--- src/rtl/regfile_pkg.sv ---
// rtl/regfile_pkg.sv - shared types and sizes for the register file writeback front end
package regfile_pkg;

  localparam int XLEN       = 32;
  localparam int REG_ADDR_W = 5;
  localparam int NUM_REGS   = 1 << REG_ADDR_W;

  typedef logic [REG_ADDR_W-1:0] reg_idx_t;

  // One pending register file write: destination index plus result.
  typedef struct packed {
    reg_idx_t        rd;
    logic [XLEN-1:0] data;
  } wb_req_t;

endpackage

--- src/rtl/wb_hold_slot.sv ---
// rtl/wb_hold_slot.sv - one-entry holding register for a single result producer
//
// Ports:
//   clk, rst_n     clock, asynchronous active-low reset
//   in_valid       producer offers in_req this cycle
//   in_ready       slot accepts this cycle (computed by the arbiter from registered state)
//   in_req         offered {rd, data}
//   drain          slot won the write port this cycle; empties at the edge
//   full           slot holds a result
//   req            slot holds a result that must be written (rd != 0)
//   held           the held {rd, data}
module wb_hold_slot
  import regfile_pkg::*;
(
  input  logic    clk,
  input  logic    rst_n,
  input  logic    in_valid,
  input  logic    in_ready,
  input  wb_req_t in_req,
  input  logic    drain,
  output logic    full,
  output logic    req,
  output wb_req_t held
);

  logic discarding;

  // Results for x0 are dropped: they never ask for the port and leave on the next edge.
  assign discarding = full && (held.rd == '0);
  assign req        = full && (held.rd != '0);

  // A capture takes precedence over emptying so the slot refills on the edge it drains.
  always_ff @(posedge clk or negedge rst_n) begin
    if (!rst_n) begin
      full <= 1'b0;
      held <= '0;
    end else if (in_valid && in_ready) begin
      full <= 1'b1;
      held <= in_req;
    end else if (drain || discarding) begin
      full <= 1'b0;
    end
  end

endmodule

--- src/rtl/regfile_writeback.sv ---
// rtl/regfile_writeback.sv - collects ALU and load results and arbitrates them onto the register file write port
//
// Ports:
//   clk, rst_n                      clock, asynchronous active-low reset
//   issue_valid, issue_rd           destination of an instruction issued this cycle
//   alu_valid/alu_ready/alu_rd/alu_data   ALU result handshake
//   mem_valid/mem_ready/mem_rd/mem_data   load result handshake
//   wren, rdin, rd_data_in          register file write port (combinational from the granted slot)
//   busy                            bit i set while a write to xi is outstanding
//   dup_issue_err                   sticky: an issue targeted an already-busy register
module regfile_writeback
  import regfile_pkg::*;
#(
  parameter int MAX_WAIT = 2
) (
  input  logic                  clk,
  input  logic                  rst_n,
  input  logic                  issue_valid,
  input  logic [REG_ADDR_W-1:0] issue_rd,
  input  logic                  alu_valid,
  output logic                  alu_ready,
  input  logic [REG_ADDR_W-1:0] alu_rd,
  input  logic [XLEN-1:0]       alu_data,
  input  logic                  mem_valid,
  output logic                  mem_ready,
  input  logic [REG_ADDR_W-1:0] mem_rd,
  input  logic [XLEN-1:0]       mem_data,
  output logic                  wren,
  output logic [REG_ADDR_W-1:0] rdin,
  output logic [XLEN-1:0]       rd_data_in,
  output logic [NUM_REGS-1:0]   busy,
  output logic                  dup_issue_err
);

  localparam logic [1:0] WAIT_MAX = 2'(MAX_WAIT);

  wb_req_t             alu_in, mem_in, alu_held, mem_held;
  logic                alu_full, mem_full;
  logic                alu_req, mem_req;
  logic                alu_grant, mem_grant;
  logic [1:0]          wait_cnt;
  logic [NUM_REGS-1:0] busy_next;
  logic                dup_hit;

  assign alu_in = '{rd: alu_rd, data: alu_data};
  assign mem_in = '{rd: mem_rd, data: mem_data};

  wb_hold_slot u_alu_slot (
    .clk      (clk),
    .rst_n    (rst_n),
    .in_valid (alu_valid),
    .in_ready (alu_ready),
    .in_req   (alu_in),
    .drain    (alu_grant),
    .full     (alu_full),
    .req      (alu_req),
    .held     (alu_held)
  );

  wb_hold_slot u_mem_slot (
    .clk      (clk),
    .rst_n    (rst_n),
    .in_valid (mem_valid),
    .in_ready (mem_ready),
    .in_req   (mem_in),
    .drain    (mem_grant),
    .full     (mem_full),
    .req      (mem_req),
    .held     (mem_held)
  );

  // Loads normally win; an ALU result that has lost MAX_WAIT times in a row is forced through.
  assign alu_grant = alu_req && (!mem_req || (wait_cnt == WAIT_MAX));
  assign mem_grant = mem_req && !alu_grant;

  // Ready depends only on registered slot state, never on the producers' valid.
  // A full slot that is not requesting is discarding an x0 result.
  assign alu_ready = !alu_full || alu_grant || (alu_full && !alu_req);
  assign mem_ready = !mem_full || mem_grant || (mem_full && !mem_req);

  always_comb begin
    wren       = 1'b0;
    rdin       = '0;
    rd_data_in = '0;
    if (alu_grant) begin
      wren       = 1'b1;
      rdin       = alu_held.rd;
      rd_data_in = alu_held.data;
    end else if (mem_grant) begin
      wren       = 1'b1;
      rdin       = mem_held.rd;
      rd_data_in = mem_held.data;
    end
  end

  always_ff @(posedge clk or negedge rst_n) begin
    if (!rst_n) begin
      wait_cnt <= '0;
    end else if (!alu_full || alu_grant) begin
      wait_cnt <= '0;
    end else if (alu_req) begin
      wait_cnt <= wait_cnt + 2'd1;
    end else begin
      wait_cnt <= '0;
    end
  end

  // Clear on commit, then set on issue, so a same-edge issue keeps the register busy.
  always_comb begin
    busy_next = busy;
    if (wren) begin
      busy_next[rdin] = 1'b0;
    end
    if (issue_valid && (issue_rd != '0)) begin
      busy_next[issue_rd] = 1'b1;
    end
    busy_next[0] = 1'b0;
  end

  // An issue that lands on the very edge the previous write to that register commits
  // is a legitimate back-to-back reuse, not a duplicate.
  assign dup_hit = issue_valid && (issue_rd != '0) && busy[issue_rd]
                   && !(wren && (rdin == issue_rd));

  always_ff @(posedge clk or negedge rst_n) begin
    if (!rst_n) begin
      busy          <= '0;
      dup_issue_err <= 1'b0;
    end else begin
      busy <= busy_next;
      if (dup_hit) begin
        dup_issue_err <= 1'b1;
      end
    end
  end

endmodule

--- config.mk ---
export PLATFORM = sky130hd
export DESIGN_NAME = regfile_writeback
export DESIGN_NICKNAME = d
export VERILOG_FILES = /design/src/rtl/regfile_pkg.sv /design/src/rtl/wb_hold_slot.sv /design/src/rtl/regfile_writeback.sv
export SDC_FILE = /design/constraint.sdc
export NUM_CORES = 1
export LEC_CHECK = 0
export ABC_AREA = 1
export CORE_MARGIN = 2
export CORE_UTILIZATION = 48
export CTS_CLUSTER_DIAMETER = 40
export DETAILED_ROUTE_END_ITERATION = 6
export PLACE_DENSITY = 0.79
export SETUP_SLACK_MARGIN = 0.4
export SLEW_MARGIN = 15
export SYNTH_ARGS = -nofsm -noshare
export SYNTH_HDL_FRONTEND = slang
export SYNTH_HIERARCHICAL = 1
export SYNTH_SLANG_ARGS = --single-unit
export TNS_END_PERCENT = 5
--- constraint.sdc ---
create_clock -name clk -period 2.8 [get_ports clk]
set_input_delay 0.56 -clock clk [delete_from_list [all_inputs] [get_ports clk]]
set_output_delay 0.56 -clock clk [all_outputs]
set_load 0.005 [all_outputs]
# After elaboration in Yosys (flattened, before gate mapping)
# Index checks and enable logic that the tools add are counted.
[totals]
out_inout_bits = 73
elab_cells = 75
in_bits = 84
register_bits = 110
[classes]
add_sub_neg = 1
bitwise = 3
reduce_logical = 36
muxes = 20
magnitude_cmp = 4
eq_ne = 2
[op_table]
columns = ["cell", "n"]
rows = [
  ["32-bit two-way mux", 4],
  ["32-bit AND", 1],
  ["32-bit inverter", 1],
  ["32-bit OR", 1],
  ["1-bit logical AND", 16],
  ["5-bit nonzero test", 3],
  ["5-bit by 6-bit < comparator with 1-bit output, second input constant", 2],
  ["1-bit demux with 5-bit select", 2],
  ["5-bit by 1-bit >= comparator with 1-bit output, second input constant", 2],
  ["5-bit zero test", 2],
  ["5-bit two-way mux", 2],
  ["1-bit two-way mux", 9],
  ["1-bit logical OR", 7],
  ["1-bit zero test", 6],
  ["1-bit binary-select mux with 5-bit select", 1],
  ["5-bit == test", 1],
  ["2-bit two-way mux", 2],
  ["2-bit nonzero test", 2],
  ["2-bit by 1-bit adder with 2-bit output, second input constant", 1],
  ["2-bit == test, second input constant", 1],
]

# Longest topological paths before layout
[depth]
ltp_word = 18
mapped_depth = 15
ltp_nobuf = 14

# By module
# The synthesis kept the hierarchy.
[modules_own_cells]
columns = ["mod", "cells_each", "instances", "area_each_um2"]
rows = [
  ["wb_hold_slot", 170, 2, 1530.2],
  ["regfile_writeback", 332, 1, 2469.9],
]

# Worst setup path before layout
# No wires, ideal clock.
[synth_path]
kind = "reg-to-reg"
from = "register u_mem_slot/held[35] (netlist bit)"
to = "register u_mem_slot/held[10] (netlist bit)"
n_path_buf = 4
arrival_time_ns = 1.891
t_required_ns = 2.684
synth_period_minus_slack_ns = 2.007
slack_ns = 0.793
path_stages_with_launch = 16
path_cell_list = "dfrtp_1 -> nor2_1 -> nand3_1 -> nand2_1 -> inv_1 -> nand2_2 -> nand2_1 -> clkinv_1 -> buf_2 -> nand3_1 -> buf_4 -> nand2_2 -> buf_6 -> buf_6 -> nand2_1 -> nand2_1"
[synth_between]
elab_chain_len = 10
[synth_lines]
columns = ["item", "line", "source"]
rows = [
  ["from (decl)", "wb_hold_slot.sv:23", "output wb_req_t held"],
  ["from (signal assigned)", "wb_hold_slot.sv:39", "held <= in_req;"],
  ["5-bit nonzero test", "wb_hold_slot.sv:30", "assign req = full && (held.rd != '0);"],
  ["1-bit logical AND", "wb_hold_slot.sv:30", ""],
  ["named net mem_req", "regfile_writeback.sv:39", "logic alu_req, mem_req;"],
  ["1-bit zero test", "regfile_writeback.sv:73", "assign alu_grant = alu_req && (!mem_req || (wait_cnt == WAIT_MAX));"],
  ["1-bit logical OR", "regfile_writeback.sv:73", ""],
  ["1-bit logical AND", "regfile_writeback.sv:73", ""],
  ["named net alu_grant", "regfile_writeback.sv:40", "logic alu_grant, mem_grant;"],
  ["1-bit zero test", "regfile_writeback.sv:74", "assign mem_grant = mem_req && !alu_grant;"],
  ["1-bit logical AND", "regfile_writeback.sv:74", ""],
  ["1-bit logical OR (2 in series)", "regfile_writeback.sv:79", "assign mem_ready = !mem_full || mem_grant || (mem_full && !mem_req);"],
  ["named net mem_ready", "regfile_writeback.sv:25", "output logic mem_ready,"],
  ["1-bit logical AND", "wb_hold_slot.sv:37", "end else if (in_valid && in_ready) begin"],
]
# The timed path passes the listed nets, and every way through them passes these cells.
# A chain may end at the register's enable or synchronous reset.

# Worst setup path in the final report
[layout_path]
from = "register u_alu_slot/held[34] (netlist bit)"
to = "register u_alu_slot.full"
[layout_between]
elab_chain_len = 7
[layout_lines]
columns = ["item", "line", "source"]
rows = [
  ["from (decl)", "wb_hold_slot.sv:23", ""],
  ["from (signal assigned)", "wb_hold_slot.sv:39", ""],
  ["5-bit nonzero test", "wb_hold_slot.sv:30", ""],
  ["1-bit logical AND", "wb_hold_slot.sv:30", ""],
  ["1-bit logical AND or 1-bit zero test (tied branches)", "regfile_writeback.sv:73, regfile_writeback.sv:78", ""],
  ["1-bit logical OR or 1-bit logical AND (tied branches)", "regfile_writeback.sv:78", "assign alu_ready = !alu_full || alu_grant || (alu_full && !alu_req);"],
  ["1-bit logical OR", "regfile_writeback.sv:78", ""],
  ["1-bit logical AND", "wb_hold_slot.sv:37", ""],
  ["1-bit two-way mux or 2-bit nonzero test (tied branches)", "-", ""],
  ["to (signal assigned)", "wb_hold_slot.sv:35", "full <= 1'b0;"],
  ["to (signal assigned)", "wb_hold_slot.sv:38", "full <= 1'b1;"],
  ["to (signal assigned)", "wb_hold_slot.sv:41", "full <= 1'b0;"],
  ["to (decl)", "wb_hold_slot.sv:21", "output logic full,"],
]
# Parallel ways exist; a longest one is shown, timed or not.

==> qor.txt <==
status: complete, no violations
cell with the most instances after synthesis: nand2_1
fin nets: 954
largest net degree at the start of global routing: 62
Max Slew Vio Count: 0
Slew HR: 46.2%
Worst EP required: 3050 ps
worst hold path type: in2async
VDD IR max: 0.642 mV
xor/xnor share of the synthesized area: 0%
CTS tree: yes
combinational power share: 56.0%
H-tree Lvls: 3
FF+latch count, synth: 110
die area: 12400 um2
GR met3 Demand/Resource: 7.62%
total clock sinks: 110
DRT Pass-1 Iters: 6
n_diodes: 0
PD cells: 1180 nW/um2
main combinational cell family by area after synthesis: simple AND/OR/NAND/NOR gates
mux share of post-synthesis cell area: 0%
Chip Width: 111 um
met1 usage in global routing: 36.6%
FMAX: 371 MHz
I/O pin cnt: 157
Worst-path clk slew: 80 ps
first-pass GRT wire length: 30100 um
Finish-stage setup viols: 0
CP Launch Type: flop
DRT Wirelength: 19100 um
total number of vias: 5796
leakage: 3.95 nW
mean post-synth cell area: 8.23 um2
top cells by area, synth: dfrtp_1 (50%), nand2_1 (17%), nand3_1 (8.3%)
initial antenna violation count: 0
Net Count, Synth: 757
DRT antenna net count: 0
Final Cycle Share: 96.2%
Setup crit end kind: flop
Final Skew: 11.1 ps
unrepaired setup endpoints after global routing: yes
later-pin clock latency in the skew report: 360 ps
post-synthesis adder-cell area fraction: 0.226%
grt total ovfl: 0
Slowest-stage cell, CP: dfrtp_1
Hold Fails Final Rpt: 0
Primary FF master, synth: dfrtp_1
routability congestion estimate: 0.961
Data arrival, critical path: 2940 ps
share of layout cells above drive strength 1: 19.0%
Starting DRT DRC Count: 554
Netlist cell types: 29
Tmin final: 2690 ps
CTS Buffer Depth: 2
DP HPWL: 11700 um
Global Route Usage Sum: 30.9%
Setup TNS Final: 0 ps
Yosys top cell by area: dfrtp_1
Initial Utilization: 48.9%
EDFF count, synth: 0
RR Startpoint: u_alu_slot/held[34]
crit path launch: u_alu_slot/held[34]
hold buffers post-CTS: 0
CP Max Fanout: 2
crit-path cells: inv_1 -> nand3_1 -> buf_4 -> buf_6 -> buf_6 -> buf_6 -> buf_6 -> buf_6 -> buf_6 -> buf_6 -> buf_6 -> buf_6 -> buf_6 -> buf_6 -> buf_6 -> buf_6 -> buf_6 -> buf_6 -> buf_6 -> nand3_2 -> nand2_1
area grow syn2layout: 43.7%
sequential fraction of the synthesis area: 49.8%
vias in the first global route: 5790
Simple-Gate Fraction of Synth Area: 31.8%
I/O Buffers: 155
Core Rows: 39
slowest stage delay, CP: 400 ps
yosys warns: 6
Sw Share: 41.4%
core area: 11300 um2
Async SR Flop Fraction: 100%
number of CTS-inserted buffers: 9
worst setup path class: reg2reg
MaxCap Viol Count: 0
Worst path most repeated cell: buf_6
area share of the largest cell type after synthesis: 49.8%
mapped cell area: 5530 um2
GR met2 Demand/Resource: 51.6%
Top Usage Layer GRT: met2
sw power: 0.00388 W
clock power share: 14.7%
Seq pwr share: 29.3%
hold slack: 282 ps
chip height: 111 um
clock root cell: clkbuf_16
P_int: 0.00549 W
complex-gate fraction of the synthesized area: 11.7%
mean number of vias per cell: 5.70
synth cell count leaders: nand2_1 (256), dfrtp_1 (110), nand3_1 (92)
cells after synthesis: 672
Residual DRC: 0
Worst Tran Pin Value: 807 ps
per-cell routed wire length: 18.8 um
-- registers in the layout (all words and copies together), names as in the netlist --
signal	cells
busy	31
u_alu_slot/held	37
wait_cnt	2
u_mem_slot/held	37
u_mem_slot/full	1
dup_issue_err	1
u_alu_slot/full	1
-- final cells by class --
cell class | instances | area [um2]
repair buffers | 224 | 2120
clock inverters | 7 | 85.1
fillers | 851 | 3370
clock buffers | 9 | 225
inverters | 27 | 110
multi-input cells | 497 | 2470
well taps | 143 | 179
flip-flops and latches | 110 | 2750
-- stage by stage --
stage | setup slack (ps) | instance area, um2 | power (W) | utilization (%) | cells
2_1_floorplan | 793 | 5530 | 0.00510 | - | 672
3_3_place_gp | 311 | 7160 | 0.00697 | 63.2 | 949
3_5_place_dp | 234 | 7160 | 0.00710 | 63.2 | 949
4_1_cts | 249 | 7920 | 0.00914 | 69.9 | 1013
5_1_grt | 53.3 | 7950 | 0.00986 | 70.2 | 1017
6_report | 106 | 7950 | 0.00937 | 70.2 | 1017
-- per-layer routing --
layer  wire length [um]  part of all wire, %  vias to the layer above
met5                  0                    0                        -
met4               1030                  5.4                        0
met3               1830                  9.6                       79
met2               9260                   49                      383
met1               6940                   36                     2728
li1                   -                    -                     2606
-- power groups by stage --
stage | Combinational, W | Sequential (W) | Clock, W
2_1_floorplan | 0.00246 | 0.00264 | 0
3_3_place_gp | 0.00422 | 0.00275 | 0
3_5_place_dp | 0.00435 | 0.00275 | 0
4_1_cts | 0.00506 | 0.00272 | 0.00136
5_1_grt | 0.00560 | 0.00282 | 0.00144
6_report | 0.00525 | 0.00275 | 0.00138
-- layout by cell type, fill, tap and decap left out, drive strengths merged, types with 4 or more instances in the layout --
cell type,netlist,routed
nor2,21,21
o21ai,54,54
nor3,4,4
buf,37,105
a21oi,6,6
clkdlybuf4s50,0,115
nand2,279,279
o31ai,5,5
inv,25,29
clkbuf,1,10
nand3,93,93
dfrtp,110,110
a22o,32,32
-- logic make-up after synthesis --
logic type,count (synthesis)
simple gates,398
fa+ha+maj,1
buf+inv,65
other cells,1
flops,110
compound gates,97
-- final timing paths --
path                                       end  slack (ps)  cells past startpoint
setup reg to reg               u_alu_slot/full         110                     21
hold reg to reg                    wait_cnt[0]         470                      1
max in group asynchronous  u_alu_slot/held[23]        1770                      2
hold / removal                        busy[12]         280                      1
min in group clk                   wait_cnt[0]         470                      1
setup / recovery               u_alu_slot/full         110                     21
-- worst max-delay path: cells and delay by family, from the launching register on --
kind          cells  cell delay, ps
buf+inv          18            1980
flops             1             400
simple gates      3             200
-- repair_timing --
| item | CTS | global route |
|---|---|---|
| resized for setup | 189 | 3 |
| cloned | 5 | 0 |
| pin swaps | 27 | 2 |
| setup endpoints to repair | 40 | 44 |
| buffers inserted | 43 | 4 |
(Power assumes the default switching activity.)
